### src/rtl/axis_byte_packer_pkg.sv
// Shared types and helpers for the SERDES byte packer/unpacker.
// Entry layout: payload in the low byte, LAST and NULL flags above it.
package axis_byte_packer_pkg;

    localparam int DEF_BYTE_W = 8;
    localparam int LAST_BIT   = DEF_BYTE_W;
    localparam int NULL_BIT   = DEF_BYTE_W + 1;
    localparam int MAX_LANES  = 64;

    typedef struct packed {
        logic                  nul;
        logic                  last;
        logic [DEF_BYTE_W-1:0] data;
    } entry_t;

    typedef enum logic {
        IDLE  = 1'b0,
        SHIFT = 1'b1
    } state_t;

    function automatic int lowest_set(input logic [MAX_LANES-1:0] mask);
        int r;
        r = 0;
        for (int i = MAX_LANES - 1; i >= 0; i--) begin
            if (mask[i]) r = i;
        end
        return r;
    endfunction

endpackage

### src/rtl/axis_byte_packer_if.sv
// AXI-Stream input and FIFO write port of the byte packer.
// The master side is the traffic source plus the FIFO model.
interface axis_byte_packer_if #(
    parameter int DATA_W = 32,
    parameter int BYTE_W = axis_byte_packer_pkg::DEF_BYTE_W
);
    localparam int LANES = DATA_W / BYTE_W;

    logic [DATA_W-1:0] s_axis_tdata;
    logic [LANES-1:0]  s_axis_tkeep;
    logic              s_axis_tlast;
    logic              s_axis_tvalid;
    logic              s_axis_tready;
    logic              o_fifo_wr;
    logic [BYTE_W+1:0] o_fifo_wdata;
    logic              i_fifo_wfull;

    modport master (
        output s_axis_tdata,
        output s_axis_tkeep,
        output s_axis_tlast,
        output s_axis_tvalid,
        input  s_axis_tready,
        input  o_fifo_wr,
        input  o_fifo_wdata,
        output i_fifo_wfull
    );

    modport slave (
        input  s_axis_tdata,
        input  s_axis_tkeep,
        input  s_axis_tlast,
        input  s_axis_tvalid,
        output s_axis_tready,
        output o_fifo_wr,
        output o_fifo_wdata,
        input  i_fifo_wfull
    );

endinterface

### src/rtl/axis_byte_packer_lane_picker.sv
// Remaining keep mask -> lowest set lane and whether it is the last one.
// Shared with the receive-side unpacker.
module axis_byte_packer_lane_picker
    import axis_byte_packer_pkg::*;
#(
    parameter int LANES = 4,
    parameter int LW    = (LANES > 1) ? $clog2(LANES) : 1
) (
    input  logic [LANES-1:0] i_mask,
    output logic [LW-1:0]    o_lane,
    output logic             o_final
);

    assign o_lane  = LW'(lowest_set(MAX_LANES'(i_mask)));
    assign o_final = (i_mask != '0) &&
                     ((i_mask & (i_mask - LANES'(1))) == '0);

endmodule

### src/rtl/axis_byte_packer.sv
// Serialises wide AXIS beats into flagged byte entries for the CDC FIFO.
// The next FIFO entry is precomputed so o_fifo_wdata comes from a flop.
module axis_byte_packer
    import axis_byte_packer_pkg::*;
#(
    parameter int DATA_W = 32,
    parameter int BYTE_W = DEF_BYTE_W
) (
    input  logic                i_wclk,
    input  logic                i_rst_n,
    axis_byte_packer_if.slave   bus,
    output logic [15:0]         o_pkt_count,
    output logic                o_busy
);

    localparam int LANES = DATA_W / BYTE_W;
    localparam int LW    = (LANES > 1) ? $clog2(LANES) : 1;
    localparam int LBIT  = LAST_BIT - DEF_BYTE_W + BYTE_W;
    localparam int NBIT  = NULL_BIT - DEF_BYTE_W + BYTE_W;

    state_t            state_q, state_n;
    logic [DATA_W-1:0] data_q, data_n;
    logic [LANES-1:0]  mask_q, mask_n;
    logic              last_q, last_n;
    logic              null_q, null_n;
    logic [BYTE_W+1:0] wdata_q, wdata_n;
    logic [15:0]       cnt_q;

    logic [LW-1:0] cur_lane, nxt_lane;
    logic          cur_final, nxt_final;
    logic          wr, fin, tready, accept, drop;

    axis_byte_packer_lane_picker #(.LANES(LANES), .LW(LW)) u_cur (
        .i_mask  (mask_q),
        .o_lane  (cur_lane),
        .o_final (cur_final)
    );

    axis_byte_packer_lane_picker #(.LANES(LANES), .LW(LW)) u_nxt (
        .i_mask  (mask_n),
        .o_lane  (nxt_lane),
        .o_final (nxt_final)
    );

    assign fin    = null_q | cur_final;
    assign wr     = (state_q == SHIFT) && !bus.i_fifo_wfull;
    assign tready = i_rst_n && ((state_q == IDLE) || (wr && fin));
    assign accept = bus.s_axis_tvalid && tready;
    assign drop   = (bus.s_axis_tkeep == '0) && !bus.s_axis_tlast;

    assign bus.s_axis_tready = tready;
    assign bus.o_fifo_wr     = wr;
    assign bus.o_fifo_wdata  = wdata_q;
    assign o_pkt_count       = cnt_q;
    assign o_busy            = (state_q == SHIFT);

    always_ff @(posedge i_wclk or negedge i_rst_n) begin
        if (!i_rst_n) begin
            state_q <= IDLE;
            data_q  <= '0;
            mask_q  <= '0;
            last_q  <= 1'b0;
            null_q  <= 1'b0;
            wdata_q <= '0;
            cnt_q   <= '0;
        end else begin
            state_q <= state_n;
            data_q  <= data_n;
            mask_q  <= mask_n;
            last_q  <= last_n;
            null_q  <= null_n;
            wdata_q <= wdata_n;
            if (wr && wdata_q[LBIT]) cnt_q <= cnt_q + 16'd1;
        end
    end

    always_comb begin
        state_n = state_q;
        data_n  = data_q;
        mask_n  = mask_q;
        last_n  = last_q;
        null_n  = null_q;
        if (accept) begin
            data_n  = bus.s_axis_tdata;
            mask_n  = bus.s_axis_tkeep;
            last_n  = bus.s_axis_tlast;
            null_n  = (bus.s_axis_tkeep == '0);
            state_n = drop ? IDLE : SHIFT;
        end else if (wr) begin
            mask_n = mask_q & ~(LANES'(1) << cur_lane);
            null_n = 1'b0;
            if (fin) state_n = IDLE;
        end
    end

    // Entry that will be on the write port next cycle.
    always_comb begin
        wdata_n = '0;
        if (state_n == SHIFT) begin
            if (null_n) begin
                wdata_n[LBIT] = 1'b1;
                wdata_n[NBIT] = 1'b1;
            end else begin
                wdata_n[BYTE_W-1:0] = data_n[int'(nxt_lane)*BYTE_W +: BYTE_W];
                wdata_n[LBIT]       = last_n && nxt_final;
            end
        end
    end

endmodule

### src/flat_wrapper.sv
// flat-port wrapper written by rule: the top's interface ports become plain ports
module axis_byte_packer_flat import axis_byte_packer_pkg::*;
#(
    parameter int DATA_W = 32,
    parameter int BYTE_W = DEF_BYTE_W
)
  (i_wclk, i_rst_n, o_pkt_count, o_busy, bus_s_axis_tdata, bus_s_axis_tkeep, bus_s_axis_tlast, bus_s_axis_tvalid, bus_s_axis_tready, bus_o_fifo_wr, bus_o_fifo_wdata, bus_i_fifo_wfull);
  axis_byte_packer_if #(.DATA_W(DATA_W), .BYTE_W(BYTE_W)) bus_i ();
  input  logic i_wclk;
  input  logic i_rst_n;
  output logic [15:0] o_pkt_count;
  output logic o_busy;
  input wire logic [$bits(bus_i.s_axis_tdata)-1:0] bus_s_axis_tdata;
  input wire logic [$bits(bus_i.s_axis_tkeep)-1:0] bus_s_axis_tkeep;
  input wire logic [$bits(bus_i.s_axis_tlast)-1:0] bus_s_axis_tlast;
  input wire logic [$bits(bus_i.s_axis_tvalid)-1:0] bus_s_axis_tvalid;
  output wire logic [$bits(bus_i.s_axis_tready)-1:0] bus_s_axis_tready;
  output wire logic [$bits(bus_i.o_fifo_wr)-1:0] bus_o_fifo_wr;
  output wire logic [$bits(bus_i.o_fifo_wdata)-1:0] bus_o_fifo_wdata;
  input wire logic [$bits(bus_i.i_fifo_wfull)-1:0] bus_i_fifo_wfull;
  assign bus_i.s_axis_tdata = bus_s_axis_tdata;
  assign bus_i.s_axis_tkeep = bus_s_axis_tkeep;
  assign bus_i.s_axis_tlast = bus_s_axis_tlast;
  assign bus_i.s_axis_tvalid = bus_s_axis_tvalid;
  assign bus_s_axis_tready = bus_i.s_axis_tready;
  assign bus_o_fifo_wr = bus_i.o_fifo_wr;
  assign bus_o_fifo_wdata = bus_i.o_fifo_wdata;
  assign bus_i.i_fifo_wfull = bus_i_fifo_wfull;
  axis_byte_packer #(.DATA_W(DATA_W), .BYTE_W(BYTE_W)) u_core (.i_wclk(i_wclk), .i_rst_n(i_rst_n), .bus(bus_i), .o_pkt_count(o_pkt_count), .o_busy(o_busy));
endmodule
### config.mk
export PLATFORM = sky130hd
export DESIGN_NAME = axis_byte_packer_flat
export DESIGN_NICKNAME = d
export VERILOG_FILES = /design/src/rtl/axis_byte_packer_pkg.sv /design/src/rtl/axis_byte_packer_if.sv /design/src/rtl/axis_byte_packer_lane_picker.sv /design/src/rtl/axis_byte_packer.sv /design/src/flat_wrapper.sv
export SDC_FILE = /design/constraint.sdc
export NUM_CORES = 1
export LEC_CHECK = 0
export BUFFER_PORTS_ARGS = -buffer_cell sky130_fd_sc_hd__buf_2
export CAP_MARGIN = 20
export CELL_PAD_IN_SITES_DETAIL_PLACEMENT = 1
export CELL_PAD_IN_SITES_GLOBAL_PLACEMENT = 1
export CORE_UTILIZATION = 40
export CTS_CLUSTER_SIZE = 28
export DETAILED_ROUTE_END_ITERATION = 7
export GPL_TIMING_DRIVEN = 0
export PLACE_DENSITY_LB_ADDON = 0.1
export SYNTH_ARGS = -nofsm -noshare
export SYNTH_HDL_FRONTEND = slang
export SYNTH_SLANG_ARGS = --single-unit
### constraint.sdc
create_clock -name i_wclk -period 2.7 [get_ports i_wclk]
set_input_delay 0.54 -clock i_wclk [delete_from_list [all_inputs] [get_ports i_wclk]]
set_output_delay 0.54 -clock i_wclk [all_outputs]
set_load 0.02 [all_outputs]
==> results of run 1 <==
power groups by stage:
stage	Combinational (mW)	Sequential, mW	Clock (mW)
2_1_floorplan	0.0130	0.992	0
3_5_place_dp	0.0699	0.992	0
5_1_grt	0.0800	0.973	0.938
4_1_cts	0.0715	0.973	0.905
3_3_place_gp	0.0688	0.992	0
6_report	0.0687	0.973	0.876
final cells by class:
class                      instances  area, um2
fill                             832       3480
multi-input combinational        160       1240
clock buffer                      12        165
timing repair buffer              74        399
inverter                          22       82.6
sequential                        65       1630
buffer                             7       42.5
tap                               99        124
clock inverter                     4       50.0
registers in the layout, summed over array words and instances (netlist names):
| name | flops |
|---|---|
| u_core.o_pkt_count | 16 |
| u_core.last_q | 1 |
| u_core.o_busy | 1 |
| u_core.data_q | 32 |
| u_core.mask_q | 4 |
| u_core.bus.o_fifo_wdata | 10 |
| u_core.null_q | 1 |
through the flow:
stage / std cells / hold WS (ps)
3_3_place_gp: 421 / 455
2_1_floorplan: 254 / 244
3_5_place_dp: 421 / 464
5_1_grt: 443 / 171
4_1_cts: 441 / 154
6_report: 443 / 122
layer usage:
metal  share of wire  vias to the layer above  wire length (um)
li1                -                     1065                 -
met1            0.45                     1103              3040
met2            0.50                       42              3380
met3           0.030                       10               206
met4           0.018                        0               122
met5               0                        -                 0
worst max-delay path, cell delays in order (launching register included):
cell and delay, ps:
dfrtp_1 360, buf_2 160, nor4b_2 270, o21ai_1 160, a21oi_4 280, buf_4 170, mux2i_2 430, nor3_2 100
o21bai_4 280, o221ai_1 180
cell usage after synthesis, drive strengths merged (3+ instances only):
library cell   n  share of area
inv           21          0.027
o22ai          4         0.0084
buf            6          0.011
xnor2         10          0.030
o221ai         4          0.012
nor4           3         0.0063
and3           6          0.013
nor2           6          0.010
nand3          9          0.015
xor2           7          0.021
a221oi         4          0.012
o211ai         7          0.019
mux2          18          0.068
dfrtp         65           0.55
mux2i         21          0.076
o21ai         13          0.022
nand2         25          0.032
what timing repair did:
item,CTS,global route
setup endpoints to repair,16,9
gates resized for setup,2,8
pin swaps,1,1
buffers inserted,4,2
endpoints found under the hold margin,0,0
cells by family after synthesis:
| group | count (synthesis) | share of synthesized area |
|---|---|---|
| flops | 65 | 0.548 |
| fa+ha+maj | 1 | 0.00422 |
| simple gates | 60 | 0.104 |
| mux | 39 | 0.145 |
| xor+xnor | 17 | 0.0502 |
| buf+inv | 29 | 0.0401 |
| compound gates | 43 | 0.108 |
final timing paths:
path | from | endpoint | slack [ps]
max in group asynchronous | i_rst_n | u_core.data_q[26]$_DFF_PN0_ | 2200
max | u_core.mask_q[0]$_DFF_PN0_ | u_core.bus.o_fifo_wdata[3]$_DFF_PN0_ | 170
max reg2reg | u_core.mask_q[0]$_DFF_PN0_ | u_core.bus.o_fifo_wdata[3]$_DFF_PN0_ | 170
min reg2reg | u_core.o_pkt_count[15]$_DFFE_PN0P_ | u_core.o_pkt_count[15]$_DFFE_PN0P_ | 470
min | i_rst_n | u_core.o_pkt_count[4]$_DFFE_PN0P_ | 120
min in group i_wclk | bus_s_axis_tdata[11] | u_core.data_q[11]$_DFF_PN0_ | 430
cell usage in the layout (no fill, tap or decap), drive strengths merged, types with 2 or more instances in the layout:
cell type  Yosys  routed
mux2          18      18
xor2           7       7
xnor2         10      10
a22oi          2       2
nor2b          2       2
nor4           3       3
and2           2       2
clkbuf         1      14
buf            6      79
and3           6       6
o211ai         7       7
dfrtp         65      65
o221ai         4       4
a221oi         4       4
nand4          2       2
clkinvlp       0       2
nand2b         2       2
nor2           6       6
o21ai         13      13
nand3          9       9
o22ai          4       4
a21oi          2       2
o21bai         2       2
mux2i         21      21
nand2         25      25
inv           21      22
==> summary.txt, run 1 <==
outcome -> complete, no violations
Seq pwr share -> 0.508
Worst R2R Path Depth -> 9
final count of pins violating max slew -> 0
DRT iter0 DRCs -> 48
CTS tree -> built
Clock Tree Buf Depth -> 2
global route hottest layer -> met2
Final Hold Vio Count -> 0
vias in the first global route -> 2311
clock-pin slew on the worst setup and hold paths -> 70 ps
die area -> 7770 um2
DRT Pass-1 Iters -> 4
met1 usage -> 0.247
Post-synth ARST share -> 1.00
Cell Area, Placed -> 3430 um2
vias -> 2220
clk_lat worst skew -> 340 ps
Worst-Margin Slew -> 598 ps
Yosys cell types -> 44
Final Cycle Share -> 0.938
layout cells sized above 1 -> 0.369
cts bufs inserted -> 9
FF+latch count, synth -> 65
setup ws final -> 168 ps
number of synthesized flops with an enable pin -> 0
Via density -> 5.01
CTS root buffer -> clkbuf_8
total of warnings raised by yosys -> 0
# port buffers -> 68
worst vdd ir -> 0.291 mV
Syn Area/Cell -> 11.7 um2
Clock Sinks -> 65
Gate power share -> 0.036
design area -> 3730 um2
Startpoint Class -> register
antenna violations before repair -> 0
cts hold-fix bufs -> 0
Initial Util -> 0.411
Final ANT Viol Nets -> 0
Util after Layout -> 0.518
power density cells -> 513 nW/um2
critical path class -> register to register
cell internal pwr -> 1.50 mW
DP HPWL -> 4840 um
pre-CTS WS -> -737 ps
Overall Power -> 1.92 mW
Max-Cap Viols -> 0
Worst Path Max Fanout -> 8
DRC errors left -> 0
RSZ-0062 raised after global routing -> true
Die Width -> 88.1 um
Post-Syn Area -> 2970 um2
pin count of the biggest net entering global routing -> 68
Hold WC Path Type -> input pin to async pin
Post-Synthesis Cells -> 254
core area -> 7210 um2
grt ovf -> 0
Min Clock Period, post-route -> 2530 ps
Syn Nets -> 296
area grow syn2layout -> 25.9%
Seq/Total Area, Yosys -> 0.548
Total Routing Usage GR -> 0.196
f_max -> 395 MHz
cell leakage power -> 2.03 nW
switch share -> 0.217
Chip Height -> 88.1 um
clock share of power -> 0.457
Arrival @ worst endpoint -> 2730 ps
FP Rows -> 31
Top FF cell, synth -> dfrtp_1
diode count -> 0
met3 usage -> 0.0368
Post-Route WL -> 6760 um
Critical Path RT -> 2900 ps
CTS H-tree lvls -> 3
Final #Nets -> 381
first-pass GRT wire length -> 11300 um
IO Count -> 70
Placer Congestion -> 0.757
setup TNS -> 0 ps
max_slew headroom -> 0.597
drt wl/cell -> 15.2 um
crit path capture type -> register
GR Util met2 -> 0.331
P_sw -> 0.417 mW
Final Skew -> 8.60 ps
final setup violation count -> 0
(Power assumes the default switching activity.)
==> run 2, diff against run 1 <==
Settings changed: CORE_UTILIZATION 40 to 42.
==> run 2 against run 1 <==
  * Global-route usage barely moved
  * Via count is 0.77% lower
  * Largest power group unchanged
  * Highest routed layer unchanged
  * Sequential power hardly changed
  * Hold slack better by 31 ps
==> summary.txt, run 2 (same netlist as run 1, synthesis figures left out) <==
Critical Path RT -> 2890 ps
Total Routing Usage GR -> 0.196
Die Width -> 86.0 um
Worst-Margin Slew -> 559 ps
CTS tree -> built
Startpoint Class -> register
Worst R2R Path Depth -> 9
Final Cycle Share -> 0.922
Final Hold Vio Count -> 0
final setup violation count -> 0
outcome -> complete, no violations
first-pass GRT wire length -> 11100 um
most common cell after layout, fill and taps aside -> buf_2
vias in the first global route -> 2338
FF-to-FF End -> u_core.bus.o_fifo_wdata[5]$_DFF_PN0_
layout cells sized above 1 -> 0.362
Post-Route WL -> 6620 um
Arrival @ worst endpoint -> 2680 ps
setup TNS -> 0 ps
Worst Path Max Fanout -> 10
DRT Pass-1 Iters -> 4
Final ANT Viol Nets -> 0
RSZ-0062 raised after global routing -> false
cell leakage power -> 2.01 nW
vias -> 2203
DP HPWL -> 4670 um
DRT iter0 DRCs -> 66
filler cell count -> 770
Critical path destination -> u_core.bus.o_fifo_wdata[5]$_DFF_PN0_
Placer Congestion -> 0.738
Hold WC Path Type -> input pin to async pin
max reg flops -> 32
pin count of the biggest net entering global routing -> 68
Final Skew -> 5.82 ps
max_slew headroom -> 0.620
Initial Util -> 0.437
FP Rows -> 30
diode count -> 0
Clock Tree Buf Depth -> 2
Max-Cap Viols -> 0
final count of pins violating max slew -> 0
crit path capture type -> register
f_max -> 402 MHz
Final #Nets -> 382
die area -> 7400 um2
grt ovf -> 0
CTS H-tree lvls -> 3
pre-CTS WS -> -689 ps
reg-to-reg critical path startpoint -> u_core.mask_q[0]$_DFF_PN0_
worst reg-to-reg setup slack -> 210 ps
Util after Layout -> 0.541
largest reg by FF count -> u_core.data_q
drt wl/cell -> 15.0 um
CTS root buffer -> clkbuf_8
IO Count -> 70
power density cells -> 468 nW/um2
clock-pin slew on the worst setup and hold paths -> 70 ps
DRC errors left -> 0
Via density -> 5.00
area grow syn2layout -> 23.9%
clk_lat worst skew -> 330 ps
core area -> 6790 um2
cts bufs inserted -> 9
Chip Height -> 86.0 um
# port buffers -> 68
Clock Sinks -> 65
Hold WS -> 153 ps
critical path class -> register to register
most frequent cells in the layout -> buf_2, dfrtp_1, nand2_1, inv_1
worst vdd ir -> 0.367 mV
Min Clock Period, post-route -> 2490 ps
CP Launch Point -> u_core.mask_q[0]$_DFF_PN0_
antenna violations before repair -> 0
setup ws final -> 210 ps
## run 2: power by group
part / internal [mW] / switching, mW / leakage, nW
registers: 0.974 / 0 / 0.882
logic: 0.0270 / 0.0413 / 1.05
clock network: 0.328 / 0.352 / 0.0839
## run 2: how the worst min path moves through the flow
stage / depth (start not counted) / endpoint / startpoint / slack, ps
floorplan: 0 / u_core.bus.o_fifo_wdata[0]$_DFF_PN0_ / i_rst_n / 240
finish: 1 / u_core.data_q[29]$_DFF_PN0_ / i_rst_n / 150
CTS: 1 / u_core.data_q[21]$_DFF_PN0_ / i_rst_n / 160
global placement: 1 / u_core.o_pkt_count[15]$_DFFE_PN0P_ / u_core.o_pkt_count[15]$_DFFE_PN0P_ / 450
global route: 1 / u_core.o_pkt_count[0]$_DFFE_PN0P_ / i_rst_n / 170
detailed placement: 1 / u_core.o_pkt_count[15]$_DFFE_PN0P_ / u_core.o_pkt_count[15]$_DFFE_PN0P_ / 460
## run 2: worst max-delay path: stages, from the launching register on
cell and delay (ps):
dfrtp_1 370, buf_2 160, nor4b_2 260, o21ai_1 170, a21oi_4 200, buf_12 140, clkbuf_4 220, mux2_2 380
a221oi_2 310, o22ai_1 140
## run 2: area by class of cell
| type | count | area, um2 | area share |
|---|---|---|---|
| clock inverter | 4 | 20.0 | 0.00545 |
| timing repair buffer | 75 | 415 | 0.113 |
| sequential | 65 | 1630 | 0.442 |
| tap | 96 | 120 | 0.0327 |
| clock buffer | 12 | 135 | 0.0368 |
| multi-input combinational | 160 | 1240 | 0.337 |
| buffer | 7 | 38.8 | 0.0106 |
| inverter | 22 | 82.6 | 0.0225 |
## run 2: metrics by stage
step           instance area (um2)  std cells  total power [mW]
2_1_floorplan                 2970        254              1.01
5_1_grt                       3680        441              1.79
6_report                      3680        441              1.72
3_5_place_dp                  3430        418              1.06
3_3_place_gp                  3430        418              1.06
4_1_cts                       3620        436              1.75
## run 2: per-layer routing
layer  wire [um]  vias to the layer above  GRT usage
li1            -                     1063          -
met1        2860                     1091      0.242
met2        3390                       43      0.333
met3         294                        6     0.0510
met4          80                        0     0.0697
met5           0                        -          0
## run 2: repair_timing
action,4_1_cts,5_1_grt
hold endpoints to repair,0,0
hold buffers,0,0
buffers inserted,2,5
endpoints found under the setup margin,10,9
gates resized for setup,2,5
pin swaps,1,0
